### config.mk
export PLATFORM = sky130hd
export DESIGN_NAME = display_scan_controller_flat
export DESIGN_NICKNAME = d
export VERILOG_FILES = /design/src/rtl/display_scan_controller_if.sv /design/src/rtl/display_scan_controller.sv /design/src/flat_wrapper.sv
export SDC_FILE = /design/constraint.sdc
export NUM_CORES = 1
export LEC_CHECK = 0
export BUFFER_PORTS_ARGS = -buffer_cell sky130_fd_sc_hd__buf_2
export CORE_AREA = 8 8 75 77
export DETAILED_ROUTE_END_ITERATION = 8
export DIE_AREA = 0 0 83 85
export PLACE_DENSITY = 0.87
export REMOVE_ABC_BUFFERS = 1
export SLEW_MARGIN = 5
export SYNTH_ARGS = -nofsm -noshare
export SYNTH_HDL_FRONTEND = slang
export SYNTH_SLANG_ARGS = --single-unit
### constraint.sdc
create_clock -name CLK -period 2.3 [get_ports CLK]
set_input_delay 0.115 -clock CLK [delete_from_list [all_inputs] [get_ports CLK]]
set_output_delay 0.115 -clock CLK [all_outputs]
set_load 0.02 [all_outputs]
### src/rtl/display_scan_controller_if.sv
// Display scan controller bus: frame update handshake, scan enable,
// blink select and the multiplexed active-low 7-segment outputs.
interface display_scan_controller_if;
  logic        EN;
  logic        UPD_REQ;
  logic        UPD_ACK;
  logic [15:0] D_IN;
  logic [3:0]  DP_IN;
  logic [3:0]  BLINK_MASK;
  logic [6:0]  SEG;
  logic [3:0]  DIG;
  logic        DP;

  // Requester / panel side
  modport master (
    output EN, UPD_REQ, D_IN, DP_IN, BLINK_MASK,
    input  UPD_ACK, SEG, DIG, DP
  );

  // Scan controller side
  modport slave (
    input  EN, UPD_REQ, D_IN, DP_IN, BLINK_MASK,
    output UPD_ACK, SEG, DIG, DP
  );
endinterface

### src/rtl/display_scan_controller.sv
// Four-digit multiplexed 7-segment scan controller.
// Frames are snapshotted through a req/ack handshake only at frame
// boundaries (or immediately while scanning is disabled) so a digit
// sequence never mixes two frames. Each digit slot starts with a blank
// gap to suppress ghosting. All outputs are registered, active-low.
// Optional blink feature: define DISPLAY_BLINK_EN.
module display_scan_controller #(
  parameter int CLK_DIV      = 50000,
  parameter int BLANK_CYCLES = 1000,
  parameter int BLINK_FRAMES = 64
) (
  input logic                         CLK,
  input logic                         RST,
  display_scan_controller_if.slave    bus
);

  localparam int            CW        = $clog2(CLK_DIV);
  localparam logic [CW-1:0] CNT_LAST  = CW'(CLK_DIV - 1);
  localparam logic [CW-1:0] BLANK_END = CW'(BLANK_CYCLES);

  // Hex code to active-low glyph, SEG[6]=a ... SEG[0]=g
  function automatic logic [6:0] hex_to_seg(input logic [3:0] hex);
    logic [6:0] seg;
    case (hex)
      4'h0: seg = 7'b0000001;
      4'h1: seg = 7'b1001111;
      4'h2: seg = 7'b0010010;
      4'h3: seg = 7'b0000110;
      4'h4: seg = 7'b1001100;
      4'h5: seg = 7'b0100100;
      4'h6: seg = 7'b0100000;
      4'h7: seg = 7'b0001111;
      4'h8: seg = 7'b0000000;
      4'h9: seg = 7'b0000100;
      4'hA: seg = 7'b0001000;
      4'hB: seg = 7'b1100000;
      4'hC: seg = 7'b0110001;
      4'hD: seg = 7'b1000010;
      4'hE: seg = 7'b0110000;
      default: seg = 7'b0111000;
    endcase
    return seg;
  endfunction

  logic [CW-1:0] cnt_q,      cnt_d;
  logic [1:0]    idx_q,      idx_d;
  logic [15:0]   frame_d_q,  frame_d_d;
  logic [3:0]    frame_dp_q, frame_dp_d;
  logic          ack_q,      ack_d;
  logic [6:0]    seg_q,      seg_d;
  logic [3:0]    dig_q,      dig_d;
  logic          dp_q,       dp_d;

  logic last_slot;
  logic boundary;
  logic blank;
  logic blink_hide;

  assign last_slot = (cnt_q == CNT_LAST);
  assign boundary  = last_slot && (idx_q == 2'd3);
  assign blank     = (cnt_q < BLANK_END);

`ifdef DISPLAY_BLINK_EN
  localparam int            BW         = (BLINK_FRAMES > 1) ? $clog2(BLINK_FRAMES) : 1;
  localparam logic [BW-1:0] BLINK_LAST = BW'(BLINK_FRAMES - 1);

  logic [BW-1:0] blink_cnt_q, blink_cnt_d;
  logic          blink_on_q,  blink_on_d;

  // Count frame boundaries and flip the blink phase every BLINK_FRAMES
  always_comb begin
    blink_cnt_d = blink_cnt_q;
    blink_on_d  = blink_on_q;
    if (bus.EN && boundary) begin
      if (blink_cnt_q == BLINK_LAST) begin
        blink_cnt_d = '0;
        blink_on_d  = ~blink_on_q;
      end else begin
        blink_cnt_d = blink_cnt_q + 1'b1;
      end
    end
  end

  // Blink counter and phase registers
  always_ff @(posedge CLK) begin
    if (RST) begin
      blink_cnt_q <= '0;
      blink_on_q  <= 1'b1;
    end else begin
      blink_cnt_q <= blink_cnt_d;
      blink_on_q  <= blink_on_d;
    end
  end

  assign blink_hide = !blink_on_q && bus.BLINK_MASK[idx_q];
`else
  logic unused_blink;
  assign unused_blink = ^{bus.BLINK_MASK, 1'(BLINK_FRAMES & 1)};
  assign blink_hide   = 1'b0;
`endif

  // Scan sequencing, output decode and frame capture
  always_comb begin
    // NOTE: every signal gets a default first so no path leaves one unassigned (no latches).
    cnt_d      = cnt_q;
    idx_d      = idx_q;
    frame_d_d  = frame_d_q;
    frame_dp_d = frame_dp_q;
    ack_d      = 1'b0;
    seg_d      = 7'h7F;
    dig_d      = 4'hF;
    dp_d       = 1'b1;

    if (!bus.EN) begin
      cnt_d = '0;
      idx_d = 2'd0;
      // Idle display: take a frame as soon as it is offered
      ack_d = bus.UPD_REQ && !ack_q;
    end else begin
      if (!blank) begin
        dig_d = ~(4'b0001 << idx_q);
        seg_d = hex_to_seg(frame_d_q[{idx_q, 2'b00} +: 4]);
        dp_d  = ~frame_dp_q[idx_q];
        if (blink_hide) begin
          seg_d = 7'h7F;
          dp_d  = 1'b1;
        end
      end
      if (last_slot) begin
        cnt_d = '0;
        idx_d = idx_q + 2'd1;
      end else begin
        cnt_d = cnt_q + 1'b1;
      end
      // Scanning display: only swap frames between digit 3 and digit 0
      ack_d = boundary && bus.UPD_REQ;
    end

    if (ack_d) begin
      frame_d_d  = bus.D_IN;
      frame_dp_d = bus.DP_IN;
    end
  end

  // State and output registers
  always_ff @(posedge CLK) begin
    // NOTE: sequential state uses non-blocking assignments so all flops update together.
    if (RST) begin
      cnt_q      <= '0;
      idx_q      <= 2'd0;
      frame_d_q  <= 16'h0000;
      frame_dp_q <= 4'h0;
      ack_q      <= 1'b0;
      seg_q      <= 7'h7F;
      dig_q      <= 4'hF;
      dp_q       <= 1'b1;
    end else begin
      cnt_q      <= cnt_d;
      idx_q      <= idx_d;
      frame_d_q  <= frame_d_d;
      frame_dp_q <= frame_dp_d;
      ack_q      <= ack_d;
      seg_q      <= seg_d;
      dig_q      <= dig_d;
      dp_q       <= dp_d;
    end
  end

  assign bus.UPD_ACK = ack_q;
  assign bus.SEG     = seg_q;
  assign bus.DIG     = dig_q;
  assign bus.DP      = dp_q;

endmodule

### src/flat_wrapper.sv
// flat-port wrapper written by rule: the top's interface ports become plain ports
module display_scan_controller_flat 
#(
  parameter int CLK_DIV      = 50000,
  parameter int BLANK_CYCLES = 1000,
  parameter int BLINK_FRAMES = 64
)
  (CLK, RST, bus_EN, bus_UPD_REQ, bus_D_IN, bus_DP_IN, bus_BLINK_MASK, bus_UPD_ACK, bus_SEG, bus_DIG, bus_DP);
  display_scan_controller_if bus_i ();
  input logic CLK;
  input logic RST;
  input wire logic [$bits(bus_i.EN)-1:0] bus_EN;
  input wire logic [$bits(bus_i.UPD_REQ)-1:0] bus_UPD_REQ;
  input wire logic [$bits(bus_i.D_IN)-1:0] bus_D_IN;
  input wire logic [$bits(bus_i.DP_IN)-1:0] bus_DP_IN;
  input wire logic [$bits(bus_i.BLINK_MASK)-1:0] bus_BLINK_MASK;
  output wire logic [$bits(bus_i.UPD_ACK)-1:0] bus_UPD_ACK;
  output wire logic [$bits(bus_i.SEG)-1:0] bus_SEG;
  output wire logic [$bits(bus_i.DIG)-1:0] bus_DIG;
  output wire logic [$bits(bus_i.DP)-1:0] bus_DP;
  assign bus_i.EN = bus_EN;
  assign bus_i.UPD_REQ = bus_UPD_REQ;
  assign bus_i.D_IN = bus_D_IN;
  assign bus_i.DP_IN = bus_DP_IN;
  assign bus_i.BLINK_MASK = bus_BLINK_MASK;
  assign bus_UPD_ACK = bus_i.UPD_ACK;
  assign bus_SEG = bus_i.SEG;
  assign bus_DIG = bus_i.DIG;
  assign bus_DP = bus_i.DP;
  display_scan_controller #(.CLK_DIV(CLK_DIV), .BLANK_CYCLES(BLANK_CYCLES), .BLINK_FRAMES(BLINK_FRAMES)) u_core (.CLK(CLK), .RST(RST), .bus(bus_i));
endmodule
# After elaboration in Yosys (flattened, before gate mapping)

Memory sizes are Yosys's and may differ from the RTL's. A register that Yosys moved wholly into a read port is not among the register bits.
Cells that the tools add are included.

Muxes and demuxes: 3
Equal/unequal tests: 2
Reduce and logical (&&, ||, !) cells: 7
Shifts and indexed selects: 2
Bitwise gates (word level): 3
Add/subtract/negate cells: 2
Magnitude comparators: 2

Operator list:

| kind                                                                            | count |
|---|---|
| 16-bit by 1-bit adder with 16-bit output (second input constant)                | 1 |
| 16-bit == test (second input constant)                                          | 1 |
| 16-bit by 10-bit less-than comparator with 1-bit output (second input constant) | 1 |
| 16-bit by 5-bit indexed part select with 4-bit output                           | 1 |
| 3-bit OR reduction                                                              | 2 |
| 4-bit inverter                                                                  | 1 |
| 1-bit by 2-bit left shift with 4-bit output (first input constant)              | 1 |
| 1-bit logical AND                                                               | 3 |
| 2-bit by 3-bit less-than comparator with 1-bit output (second input constant)   | 1 |
| 2-bit by 1-bit adder with 2-bit output (second input constant)                  | 1 |
| 1-bit binary-select mux with 2-bit select                                       | 1 |
| 2-bit == test (second input constant)                                           | 1 |
| 1-bit 2-to-1 mux                                                                | 2 |
| 1-bit inverter                                                                  | 2 |
| 2-bit OR reduction                                                              | 1 |
| 1-bit zero test                                                                 | 1 |

Bits in registers: 44
Memories kept: 1
Memory bits (read-only): 112
Output and inout port bits: 13

Memories:

| name             | depth | width | rd ports | clocked after Yosys merged registers in | write ports | RTL line                      | RTL |
|---|---|---|---|---|---|---|---|
| (name not given) | 16    | 7     | 1        | 1                                       | 0           | display_scan_controller.sv:24 | `case (hex)` |

# Logic depth before layout (Yosys ltp)

Gate-level depths: netlist of run 1.

Depth after elaboration: 4
Mapped depth: 8
Depth with buffers taken out: 7

# Least setup slack after synthesis of run 1

OpenSTA, ideal clock, no wires.

Path kind: register -> register
Start: register u_core.idx_q[0]
End: register u_core.seg_q[6] (netlist: u_core.bus.SEG[6])
Data arrival time: 1.874 ns
Period minus slack after synthesis: 1.948 ns
Required time: 2.226 ns
Setup time: 0.074 ns
Slack: 0.352 ns
Cell stages (with the launch flop): 9
Buffers on the path: 1
Cells stage by stage: dfxtp_1 buf_4 mux4_2 inv_1 ha_1 nor3_1 a311oi_1 a21oi_1 o21ai_0

Word-level cells in the longest chain between the ends: 1

RTL lines:

| item                                                  | RTL line                       | RTL |
|---|---|---|
| start, declared                                       | display_scan_controller.sv:46  | `logic [1:0] idx_q, idx_d;` |
| start signal, assigned                                | display_scan_controller.sv:159 | `idx_q <= idx_d;` |
| 16-bit by 5-bit indexed part select with 4-bit output | display_scan_controller.sv:122 | `seg_d = hex_to_seg(frame_d_q[{idx_q, 2'b00} +: 4]);` |
| end, declared                                         | display_scan_controller.sv:50  | `logic [6:0] seg_q, seg_d;` |

Every way passes these cells.
A chain may end at the register's enable or synchronous reset.

# Final worst setup path of run 1

Same ends and word-level chain as after synthesis.

==> results of run 1 <==
-- Yosys cell counts (all sizes together) --
master,number
buf,7
a211oi,3
nor3,3
mux4,3
nand2,58
o21a,2
a311oi,1
nor3b,1
nor4,1
clkbuf,4
mux2i,6
nand2b,2
nand4,1
or4,1
nor2,29
and4b,1
a21oi,26
inv,6
and4bb,1
o21ai,6
o211ai,1
and3,5
xor2,8
or3,1
xnor2,9
ha,11
o311ai,1
mux2,2
o221ai,3
nand3,6
nand4b,1
dfxtp,51
-- registers in the layout (all words and copies together) (netlist names) --
signal / flops
u_core.bus.SEG: 7
u_core.cnt_q: 16
u_core.bus.UPD_ACK: 1
u_core.frame_dp_q: 4
u_core.idx_q: 2
u_core.frame_d_q: 16
u_core.bus.DP: 1
u_core.bus.DIG: 4
-- layer usage --
metal	vias up	global-route usage	routed length, µm
met5	-	0	0
met4	0	0.0575	90
met3	8	0.0354	180
met2	38	0.219	2300
met1	854	0.157	2070
li1	947	-	-
-- worst max path at each step --
stage / startpoint / slack (ns) / to
floorplan: u_core.idx_q[0]$_SDFFE_PP0N_ / 0.26 / u_core.bus.SEG[6]$_SDFF_PP1_
global placement: u_core.idx_q[0]$_SDFFE_PP0N_ / 0.38 / u_core.bus.SEG[6]$_SDFF_PP1_
detailed placement: u_core.idx_q[0]$_SDFFE_PP0N_ / 0.30 / u_core.bus.SEG[6]$_SDFF_PP1_
CTS: u_core.idx_q[0]$_SDFFE_PP0N_ / 0.28 / u_core.bus.SEG[6]$_SDFF_PP1_
global route: u_core.idx_q[0]$_SDFFE_PP0N_ / 0.05 / u_core.bus.SEG[6]$_SDFF_PP1_
finish: u_core.idx_q[0]$_SDFFE_PP0N_ / 0.29 / u_core.bus.SEG[6]$_SDFF_PP1_
-- layout by cell type (no fill, tap or decap), drive strengths merged, types with 3 or more instances in the layout --
| cell | synthesis | final |
|---|---|---|
| a211oi | 3 | 3 |
| a21oi | 26 | 26 |
| and3 | 5 | 5 |
| buf | 7 | 39 |
| clkbuf | 4 | 5 |
| dfxtp | 51 | 51 |
| ha | 11 | 11 |
| inv | 6 | 6 |
| mux2i | 6 | 6 |
| mux4 | 3 | 3 |
| nand2 | 58 | 58 |
| nand3 | 6 | 6 |
| nor2 | 29 | 29 |
| nor3 | 3 | 3 |
| o21ai | 6 | 6 |
| o221ai | 3 | 3 |
| xnor2 | 9 | 9 |
| xor2 | 8 | 8 |
-- power groups by stage --
stage | logic (W) | clock network [W] | registers (W)
after floorplan | 0.0000721 | 0 | 0.000930
after global placement | 0.000112 | 0 | 0.000931
after detailed placement | 0.000116 | 0 | 0.000933
after CTS | 0.000116 | 0.000504 | 0.000912
after global routing | 0.000133 | 0.000535 | 0.000914
final | 0.000116 | 0.000491 | 0.000912
-- cell type report --
| type | instances | share of cell area |
|---|---|---|
| multi-input combinational | 193 | 0.464 |
| sequential | 51 | 0.392 |
| timing repair buffer | 39 | 0.0778 |
| clock buffer | 5 | 0.0264 |
| tap | 54 | 0.0259 |
| inverter | 6 | 0.00865 |
| clock inverter | 2 | 0.00528 |
-- cells by family (layout without fill, tap and decap cells) --
| group | after synthesis | in the layout | synth area share |
|---|---|---|---|
| flops | 51 | 51 | 0.438 |
| xor+xnor | 17 | 17 | 0.0639 |
| simple gates | 111 | 111 | 0.215 |
| fa+ha+maj | 11 | 11 | 0.0591 |
| buf+inv | 17 | 52 | 0.0430 |
| mux | 11 | 11 | 0.0644 |
| compound gates | 43 | 43 | 0.117 |
-- per-stage QoR --
stage / setup WS (ns) / hold slack (ns) / power, W / cells
after floorplan: 0.256 / 0.177 / 0.00100 / 250
after global placement: 0.379 / 0.362 / 0.00104 / 343
after detailed placement: 0.296 / 0.365 / 0.00105 / 343
after CTS: 0.283 / 0.0366 / 0.00153 / 350
after global routing: 0.0494 / 0.0399 / 0.00158 / 350
final: 0.285 / 0.0442 / 0.00152 / 350
-- worst max-delay path, delay by kind of cell (launching register included) --
kind	cells	cell delay, ns
AO/OA/AOI/OAI	3	0.48
buffers and inverters	1	0.16
adder cells (fa/ha/maj)	1	0.21
flip-flops	1	0.41
multiplexers	1	0.61
AND/OR/NAND/NOR	1	0.07
==> flow_metrics.env, run 1 <==
export IMPL_status="finished, final reports clean"
export IMPL_cts_num_sinks=51
export IMPL_r2r_slack_ns=0.29
export IMPL_syn_area_mm2=0.00233
export IMPL_num_vias=1847
export IMPL_critPathLaunchType="register"
export IMPL_die_area_mm2=0.00706
export IMPL_grt_max_degree=23
export IMPL_overflow=0
export IMPL_cts_made_buffers=5
export IMPL_antenna_cells=0
export IMPL_hold_viol=0
export IMPL_ys_ff_latch=51
export IMPL_synth_cell_types=38
export IMPL_timing_final_crit_share=0.876
export IMPL_whs_endpoint="u_core.frame_d_q[7]$_SDFFE_PP0P_"
export IMPL_worst_pin_slew_ns=0.700
export IMPL_vias_per_cell=5.28
export IMPL_critPathKind="register to register"
export IMPL_maxSlewHeadroom=0.533
export IMPL_die_x_um=83
export IMPL_p_int_w=0.00116
export IMPL_cts_tree="built"
export IMPL_max_vdd_ir_drop_uv=380
export IMPL_area_growth_syn_to_layout_pct=11.8
export IMPL_die_h_um=85
export IMPL_clk_latency_ns=0.31
export IMPL_cap_violations=0
export IMPL_cts_htree_levels=2
export IMPL_drv_slew=0
export IMPL_max_freq_mhz=496
export IMPL_finalSetupTns_ns=0
export IMPL_io_pins=41
export IMPL_cts_setup_buffers=0
export IMPL_arrival_ns=2.25
export IMPL_final_antenna_net_count=0
export IMPL_rr_startpoint="u_core.idx_q[0]$_SDFFE_PP0N_"
export IMPL_finalSetupViolations=0
export IMPL_switching_power_w=0.000362
export IMPL_rsz0062_at_grt="no"
export IMPL_place_area_mm2=0.00252
export IMPL_power_share_switching=0.238
export IMPL_drt_total_wl_um=4630
export IMPL_dp_hpwl_um=3370
export IMPL_p_comb_frac=0.076
export IMPL_timing_rr_end="u_core.bus.SEG[6]$_SDFF_PP1_"
export IMPL_leakage_nw=1.02
export IMPL_yosys_warnings=0
export IMPL_hold_depth=3
export IMPL_start_util=0.514
export IMPL_multiInputGateArea_mm2=0.00121
export IMPL_cp_cell_sequence="mux4_2 > inv_1 > ha_1 > nor3_1 > a311oi_1 > a21oi_1 > o21ai_0"
export IMPL_fp_coreArea_mm2=0.00454
export IMPL_drt_iter0_markers=94
export IMPL_cp_slowest_cell="mux4_2"
export IMPL_min_path_type="input pin to register"
export IMPL_drt_pre_antenna_iters=4
export IMPL_cp_data_required_time_ns=2.53
export IMPL_grt_use_total=0.132
export IMPL_cts_resized_gates=0
export IMPL_yosysTopAreaCellShare=0.438
export IMPL_gp_congestion=0.815
export IMPL_fin_skew_ns=0.0133
export IMPL_clkTransAtPathRegs_ns=0.09
export IMPL_clock_path_buffers=2
export IMPL_synth_top_area_cell="dfxtp_1"
export IMPL_antenna_found_initial=0
export IMPL_final_nets=335
export IMPL_yosysSeqAreaShare=0.438
export IMPL_critPathCaptureType="register"
export IMPL_worstHoldStart="bus_D_IN[7]"
export IMPL_post_route_util=0.574
export IMPL_syn_inst=261
export IMPL_crit_path_max_incr_delay_ns=0.61
export IMPL_crit_fanout=6
export IMPL_seqPwrFrac=0.600
export IMPL_reg2reg_depth=7
export IMPL_wl_per_cell_um=13.2
export IMPL_drc_errors=0
export IMPL_synthTopCellsByArea="dfxtp_1, nand2_1, ha_1, a21oi_1, nor2_1"
export IMPL_power_density_mw_per_mm2=583
export IMPL_portBuffers=36
export IMPL_drive_above_1_share=0.199
export IMPL_avgSynthCellArea_um2=8.93
export IMPL_rows=25
export IMPL_cts_hold_buf=0
export IMPL_regArea_mm2=0.00102
export IMPL_fin_area_mm2=0.00261
export IMPL_power_frac_clock=0.323
export IMPL_nFillCells=378
export IMPL_first_global_vias=1780
export IMPL_cts_root_buf="clkbuf_8"
export IMPL_grt_pass1_wl_um=7920
export IMPL_period_needed_ns=2.01
No activity file was read; power rests on OpenSTA's default activity.
==> inputs of run 2 (changes only) <==
--- a/config.mk
+++ b/config.mk
@@ -5,10 +5,12 @@
 export SDC_FILE = /design/constraint.sdc
 export NUM_CORES = 1
 export LEC_CHECK = 0
+export ABC_AREA = 1
 export BUFFER_PORTS_ARGS = -buffer_cell sky130_fd_sc_hd__buf_2
-export CORE_AREA = 8 8 75 77
+export CORE_AREA = 8 8 78 80
 export DETAILED_ROUTE_END_ITERATION = 8
-export DIE_AREA = 0 0 83 85
+export DIE_AREA = 0 0 86 88
+export HOLD_SLACK_MARGIN = 0.05
 export PLACE_DENSITY = 0.87
 export REMOVE_ABC_BUFFERS = 1
 export SLEW_MARGIN = 5
==> run 2 against run 1 <==
  * Hold slack gained 0.071 ns
  * Sequential power grew 1%
  * First-iteration DRC count grew 27%
  * Clock-buffer cell count is the same
  * Critical endpoint is now u_core.bus.SEG[5]$_SDFF_PP1_
  * Area after synthesis grew 11%
  * Synthesized cell count grew 37%
  * Register-to-register slack gained 0.25 ns
  * Largest power group unchanged
  * Routed wire length grew 13%
  * Non-clock buffer count is the same
  * Clock power grew 1%
==> flow_metrics.env, run 2 <==
export IMPL_layout_cells_most_common="nand2_1"
export IMPL_critPathCaptureType="register"
export IMPL_leakage_nw=1.32
export IMPL_timing_final_crit_share=0.768
export IMPL_synth_main_ff_cell="dfxtp_1"
export IMPL_max_vdd_ir_drop_uv=319
export IMPL_die_x_um=86
export IMPL_yosysTopAreaCellShare=0.393
export IMPL_crit_fanout=9
export IMPL_avgSynthCellArea_um2=7.27
export IMPL_vias_per_cell=4.90
export IMPL_drive_above_1_share=0.177
export IMPL_synth_top_area_cell="dfxtp_1"
export IMPL_finalSetupTns_ns=0
export IMPL_ys_ff_latch=51
export IMPL_regArea_mm2=0.00102
export IMPL_fin_skew_ns=0.00925
export IMPL_io_pins=41
export IMPL_clk_latency_ns=0.31
export IMPL_worst_pin_slew_ns=0.597
export IMPL_grt_use_total=0.139
export IMPL_hold_viol=0
export IMPL_synth_most_common_cell="nand2_1"
export IMPL_finalSetupViolations=0
export IMPL_syn_inst=357
export IMPL_cts_root_buf="clkbuf_8"
export IMPL_syn_area_mm2=0.00260
export IMPL_die_h_um=88
export IMPL_drv_slew=0
export IMPL_antenna_cells=0
export IMPL_drt_met1_wl_um=2300
export IMPL_first_global_vias=2055
export IMPL_grt_max_degree=42
export IMPL_final_nets=429
export IMPL_rows=26
export IMPL_rr_startpoint="u_core.idx_q[1]$_SDFFE_PP0N_"
export IMPL_dp_hpwl_um=3780
export IMPL_portBuffers=36
export IMPL_reg2reg_depth=8
export IMPL_overflow=0
export IMPL_yosys_warnings=0
export IMPL_clkTransAtPathRegs_ns=0.09
export IMPL_whs_endpoint="u_core.frame_d_q[3]$_SDFFE_PP0P_"
export IMPL_area_growth_syn_to_layout_pct=10.5
export IMPL_power_density_mw_per_mm2=556
export IMPL_grt_pass1_wl_um=8580
export IMPL_hold_depth=5
export IMPL_drt_iter0_markers=119
export IMPL_rsz0062_at_grt="no"
export IMPL_min_path_type="input pin to register"
export IMPL_drt_pre_antenna_iters=5
export IMPL_timing_rr_end="u_core.bus.SEG[5]$_SDFF_PP1_"
export IMPL_period_needed_ns=1.77
export IMPL_place_area_mm2=0.00278
export IMPL_cts_htree_levels=2
export IMPL_synth_edf_count=0
export IMPL_r2r_slack_ns=0.53
export IMPL_start_util=0.529
export IMPL_synth_common_cells="nand2_1, dfxtp_1, nor2_1"
export IMPL_clock_path_buffers=2
export IMPL_final_cell_mix="nand2_1, dfxtp_1, nor2_1"
export IMPL_cts_resized_gates=0
export IMPL_cap_violations=0
export IMPL_wl_met3_um=272
export IMPL_num_vias=2255
export IMPL_worstHoldStart="bus_D_IN[3]"
export IMPL_antenna_found_initial=0
export IMPL_cts_tree="built"
export IMPL_wl_met2_um=2510
export IMPL_multiInputGateArea_mm2=0.00129
export IMPL_synthTopCellsByArea="dfxtp_1, nand2_1, nand3_1, nor2_1, a21oi_1"
export IMPL_cts_made_buffers=5
export IMPL_arrival_ns=1.97
export IMPL_cts_num_sinks=51
export IMPL_highest_layer="met4"
export IMPL_maxSlewHeadroom=0.602
export IMPL_drt_total_wl_um=5220
export IMPL_max_freq_mhz=566
export IMPL_critPathLaunchType="register"
export IMPL_nFillCells=452
export IMPL_yosysSeqAreaShare=0.393
export IMPL_gp_congestion=0.819
export IMPL_critPathKind="register to register"
export IMPL_fp_coreArea_mm2=0.00491
export IMPL_drc_errors=0
export IMPL_wl_per_cell_um=11.3
export IMPL_async_flop_share=0
export IMPL_die_area_mm2=0.00757
export IMPL_synth_cell_types=37
export IMPL_final_antenna_net_count=0
export IMPL_status="finished, final reports clean"
export IMPL_fin_area_mm2=0.00287
export IMPL_cp_data_required_time_ns=2.50
run 2: per-stage QoR:
step	cells	setup WS (ns)	power, W	utilization	hold slack (ns)
detailed placement	452	0.539	0.00112	0.565	0.307
finish	460	0.533	0.00159	0.584	0.115
CTS	460	0.518	0.00160	0.584	0.111
global placement	452	0.597	0.00111	0.565	0.306
global route	460	0.381	0.00167	0.584	0.130
floorplan	344	0.0401	0.00106	-	0.187
run 2: what timing repair did:
item                                   4_1_cts  5_1_grt
hold buffers                                 1        0
endpoints found under the hold margin        1        0
setup buffers                                0        0
run 2: worst max-delay path, stage by stage (launching register included):
cell     delay [ns]
dfxtp_1        0.54
inv_2          0.15
nand3_1        0.11
nand2_1        0.17
ha_1           0.37
inv_1          0.06
nor2_1         0.04
a21oi_1        0.15
nand2_1        0.06
run 2: how the worst max path moves through the flow:
stage,from,end,slack [ns],cells after the start
after global routing,u_core.idx_q[1]$_SDFFE_PP0N_,u_core.bus.SEG[1]$_SDFF_PP1_,0.38,9
after detailed placement,u_core.idx_q[1]$_SDFFE_PP0N_,u_core.bus.SEG[5]$_SDFF_PP1_,0.54,8
final,u_core.idx_q[1]$_SDFFE_PP0N_,u_core.bus.SEG[5]$_SDFF_PP1_,0.53,8
after CTS,u_core.idx_q[1]$_SDFFE_PP0N_,u_core.bus.SEG[5]$_SDFF_PP1_,0.52,8
after floorplan,u_core.bus.UPD_ACK$_SDFF_PP0_,u_core.frame_d_q[0]$_SDFFE_PP0P_,0.04,4
after global placement,u_core.idx_q[1]$_SDFFE_PP0N_,u_core.bus.SEG[5]$_SDFF_PP1_,0.60,8
run 2: final cells by class:
class | instances | area share
clock buffer | 5 | 0.0240
clock inverter | 2 | 0.00480
multi-input combinational | 246 | 0.451
inverter | 47 | 0.0628
tap | 70 | 0.0305
timing repair buffer | 39 | 0.0715
sequential | 51 | 0.356
run 2: power breakdown:
part,total [W],leakage [nW],internal (W),switching (W)
Sequential,0.000924,0.416,0.000909,0.0000150
Combinational,0.000173,0.858,0.0000664,0.000107
Clock,0.000497,0.0440,0.000208,0.000289
run 2: kinds of logic (layout without fill, tap and decap cells):
kind of cell	Yosys count	in the layout	share of synthesized area
simple gates	184	184	0.323
buf+inv	60	93	0.110
flops	51	51	0.393
compound gates	46	46	0.104
fa+ha+maj	11	11	0.0530
xor+xnor	5	5	0.0169
run 2: layer usage:
| layer | track usage | vias to the layer above |
|---|---|---|
| met4 | 0.0732 | 0 |
| li1 | - | 1198 |
| met3 | 0.0356 | 12 |
| met2 | 0.238 | 67 |
| met5 | 0 | - |
| met1 | 0.155 | 978 |
==> inputs of run 3 (changes only) <==
--- a/config.mk
+++ b/config.mk
@@ -7,11 +7,11 @@
 export LEC_CHECK = 0
 export ABC_AREA = 1
 export BUFFER_PORTS_ARGS = -buffer_cell sky130_fd_sc_hd__buf_2
-export CORE_AREA = 8 8 78 80
+export CORE_AREA = 8 8 81 83
 export DETAILED_ROUTE_END_ITERATION = 8
-export DIE_AREA = 0 0 86 88
+export DIE_AREA = 0 0 89 91
 export HOLD_SLACK_MARGIN = 0.05
-export PLACE_DENSITY = 0.87
+export PLACE_DENSITY = 0.85
 export REMOVE_ABC_BUFFERS = 1
 export SLEW_MARGIN = 5
 export SYNTH_ARGS = -nofsm -noshare
==> constraint.sdc (replaced) <==
create_clock -name CLK -period 1.6 [get_ports CLK]
set_input_delay 0.08 -clock CLK [delete_from_list [all_inputs] [get_ports CLK]]
set_output_delay 0.08 -clock CLK [all_outputs]
set_load 0.02 [all_outputs]
==> run 3 against run 2 <==
  * Register-to-register slack lost 0.46 ns
  * Sequential share of layout area shrank 2.8 points
  * Clock-buffer cell count grew 3
  * First-iteration DRC count shrank 22%
  * Clock power grew 59%
  * Setup slack lost 0.46 ns
  * Utilization grew 0.29 points
  * Critical path type unchanged
  * Critical endpoint is now u_core.frame_d_q[6]$_SDFFE_PP0P_
  * Largest cell class unchanged
  * Highest routed layer unchanged
==> flow_metrics.env, run 3 (synthesized netlist as in run 2, its figures left out) <==
export IMPL_status="finished, final reports clean"
export IMPL_cts_tree="built"
export IMPL_portBuffers=36
export IMPL_drt_pre_antenna_iters=5
export IMPL_rows=27
export IMPL_whs_endpoint="u_core.frame_d_q[3]$_SDFFE_PP0P_"
export IMPL_critPathKind="register to register"
export IMPL_crit_fanout=6
export IMPL_worst_pin_slew_ns=0.558
export IMPL_cts_made_buffers=5
export IMPL_hold_depth=5
export IMPL_final_cell_mix="nand2_1, dfxtp_1, nor2_1"
export IMPL_clkTransAtPathRegs_ns=0.08
export IMPL_cts_num_sinks=51
export IMPL_worstHoldStart="bus_D_IN[3]"
export IMPL_arrival_ns=1.73
export IMPL_layout_cells_most_common="nand2_1"
export IMPL_grt_max_degree=42
export IMPL_leakage_nw=1.44
export IMPL_clk_latency_ns=0.30
export IMPL_p_int_w=0.00183
export IMPL_power_density_mw_per_mm2=772
export IMPL_clock_path_buffers=2
export IMPL_cts_htree_levels=2
export IMPL_seqPwrFrac=0.550
export IMPL_drt_total_wl_um=5850
export IMPL_hold_viol=0
export IMPL_antenna_cells=0
export IMPL_max_freq_mhz=654
export IMPL_timing_rr_end="u_core.frame_d_q[6]$_SDFFE_PP0P_"
export IMPL_grt_use_total=0.137
export IMPL_preCtsSetupSlack_ns=0.0350
export IMPL_grt_pass1_wl_um=9120
export IMPL_final_antenna_net_count=0
export IMPL_rr_startpoint="u_core.cnt_q[0]$_SDFF_PP0_"
export IMPL_first_global_vias=2156
export IMPL_final_nets=442
export IMPL_num_vias=2359
export IMPL_wl_per_cell_um=12.3
export IMPL_switching_power_w=0.000588
export IMPL_cp_data_required_time_ns=1.80
export IMPL_drc_errors=0
export IMPL_vias_per_cell=4.96
export IMPL_max_vdd_ir_drop_uv=391
export IMPL_finalSetupTns_ns=0
export IMPL_dp_hpwl_um=3870
export IMPL_critPathLaunchType="register"
export IMPL_die_area_mm2=0.00810
export IMPL_finalSetupViolations=0
export IMPL_fin_area_mm2=0.00313
export IMPL_die_x_um=89
export IMPL_min_path_type="input pin to register"
export IMPL_antenna_found_initial=0
export IMPL_maxSlewHeadroom=0.628
export IMPL_start_util=0.486
export IMPL_power_frac_clock=0.327
export IMPL_period_needed_ns=1.53
export IMPL_worst_slack_ns=0.0706
export IMPL_fin_skew_ns=0.00375
export IMPL_cts_root_buf="clkbuf_8"
export IMPL_critPathLaunch="u_core.cnt_q[0]$_SDFF_PP0_"
export IMPL_timing_final_crit_share=0.956
export IMPL_drt_iter0_markers=93
export IMPL_io_pins=41
export IMPL_reg2reg_depth=11
export IMPL_power_share_switching=0.243
export IMPL_place_area_mm2=0.00288
export IMPL_p_comb_frac=0.123
export IMPL_drv_slew=0
export IMPL_drive_above_1_share=0.235
export IMPL_critPathCaptureType="register"
export IMPL_fp_coreArea_mm2=0.00534
export IMPL_cap_violations=0
export IMPL_overflow=0
export IMPL_area_growth_syn_to_layout_pct=20.7
export IMPL_die_h_um=91
export IMPL_r2r_slack_ns=0.07
export IMPL_gp_congestion=0.834
export IMPL_holdWs_ns=0.0824
## run 3: changes by cell type in the layout (fill, tap and decap cells not counted), moves of 3 or more
cell,delta
buf_12,+3
buf_4,+6
clkbuf_16,+3
dfxtp_1,-4
dfxtp_2,+3
nand2_1,-4
nand2_2,+3
## run 3: worst max-delay path, stage by stage (launching register included)
cell and delay [ns]:
dfxtp_2 0.36, ha_4 0.14, nand2_2 0.06, inv_2 0.09, nand2_4 0.07, nor2_4 0.09, nand3_2 0.09, nand2_4 0.17
clkbuf_16 0.17, nand3_1 0.06, nand2_1 0.06, nor2_1 0.05
## run 3: what timing repair did
item	CTS	global route
cloned	0	3
hold buffers	1	0
setup endpoints to repair	1	39
endpoints found under the hold margin	1	0
resized for setup	1	17
setup buffers	0	2
pin swaps	0	7
## run 3: through the flow
step	power (W)	cells	utilization
after CTS	0.00241	471	0.560
after floorplan	0.00153	344	-
after global routing	0.00253	476	0.587
after global placement	0.00161	462	0.539
final	0.00242	476	0.587
after detailed placement	0.00162	462	0.539
## run 3: how the worst max path moves through the flow
stage / end
3_5_place_dp: u_core.bus.SEG[0]$_SDFF_PP1_
4_1_cts: u_core.bus.SEG[0]$_SDFF_PP1_
3_3_place_gp: u_core.bus.SEG[0]$_SDFF_PP1_
5_1_grt: u_core.frame_d_q[5]$_SDFFE_PP0P_
6_report: u_core.frame_d_q[6]$_SDFFE_PP0P_
2_1_floorplan: u_core.frame_d_q[0]$_SDFFE_PP0P_
## run 3: per-layer routing
metal | share of wire | track usage | vias to the layer above
met5 | 0 | 0 | -
met4 | 0.017 | 0.0555 | 0
met3 | 0.048 | 0.0342 | 10
met2 | 0.50 | 0.231 | 56
met1 | 0.43 | 0.160 | 1064
li1 | - | - | 1229
## run 3: power groups by stage
stage / clock [W] / sequential [W] / combinational, W
2_1_floorplan: 0 / 0.00135 / 0.000175
3_3_place_gp: 0 / 0.00136 / 0.000257
3_5_place_dp: 0 / 0.00136 / 0.000267
4_1_cts: 0.000810 / 0.00133 / 0.000271
5_1_grt: 0.000859 / 0.00133 / 0.000335
6_report: 0.000792 / 0.00133 / 0.000297
## run 3: cell type report
type | count | area [µm²]
clock buffer | 8 | 100
fill | 484 | 2200
inverter | 47 | 180
multi-input combinational | 246 | 1340
sequential | 51 | 1030
tap | 72 | 90.1
timing repair buffer | 52 | 397
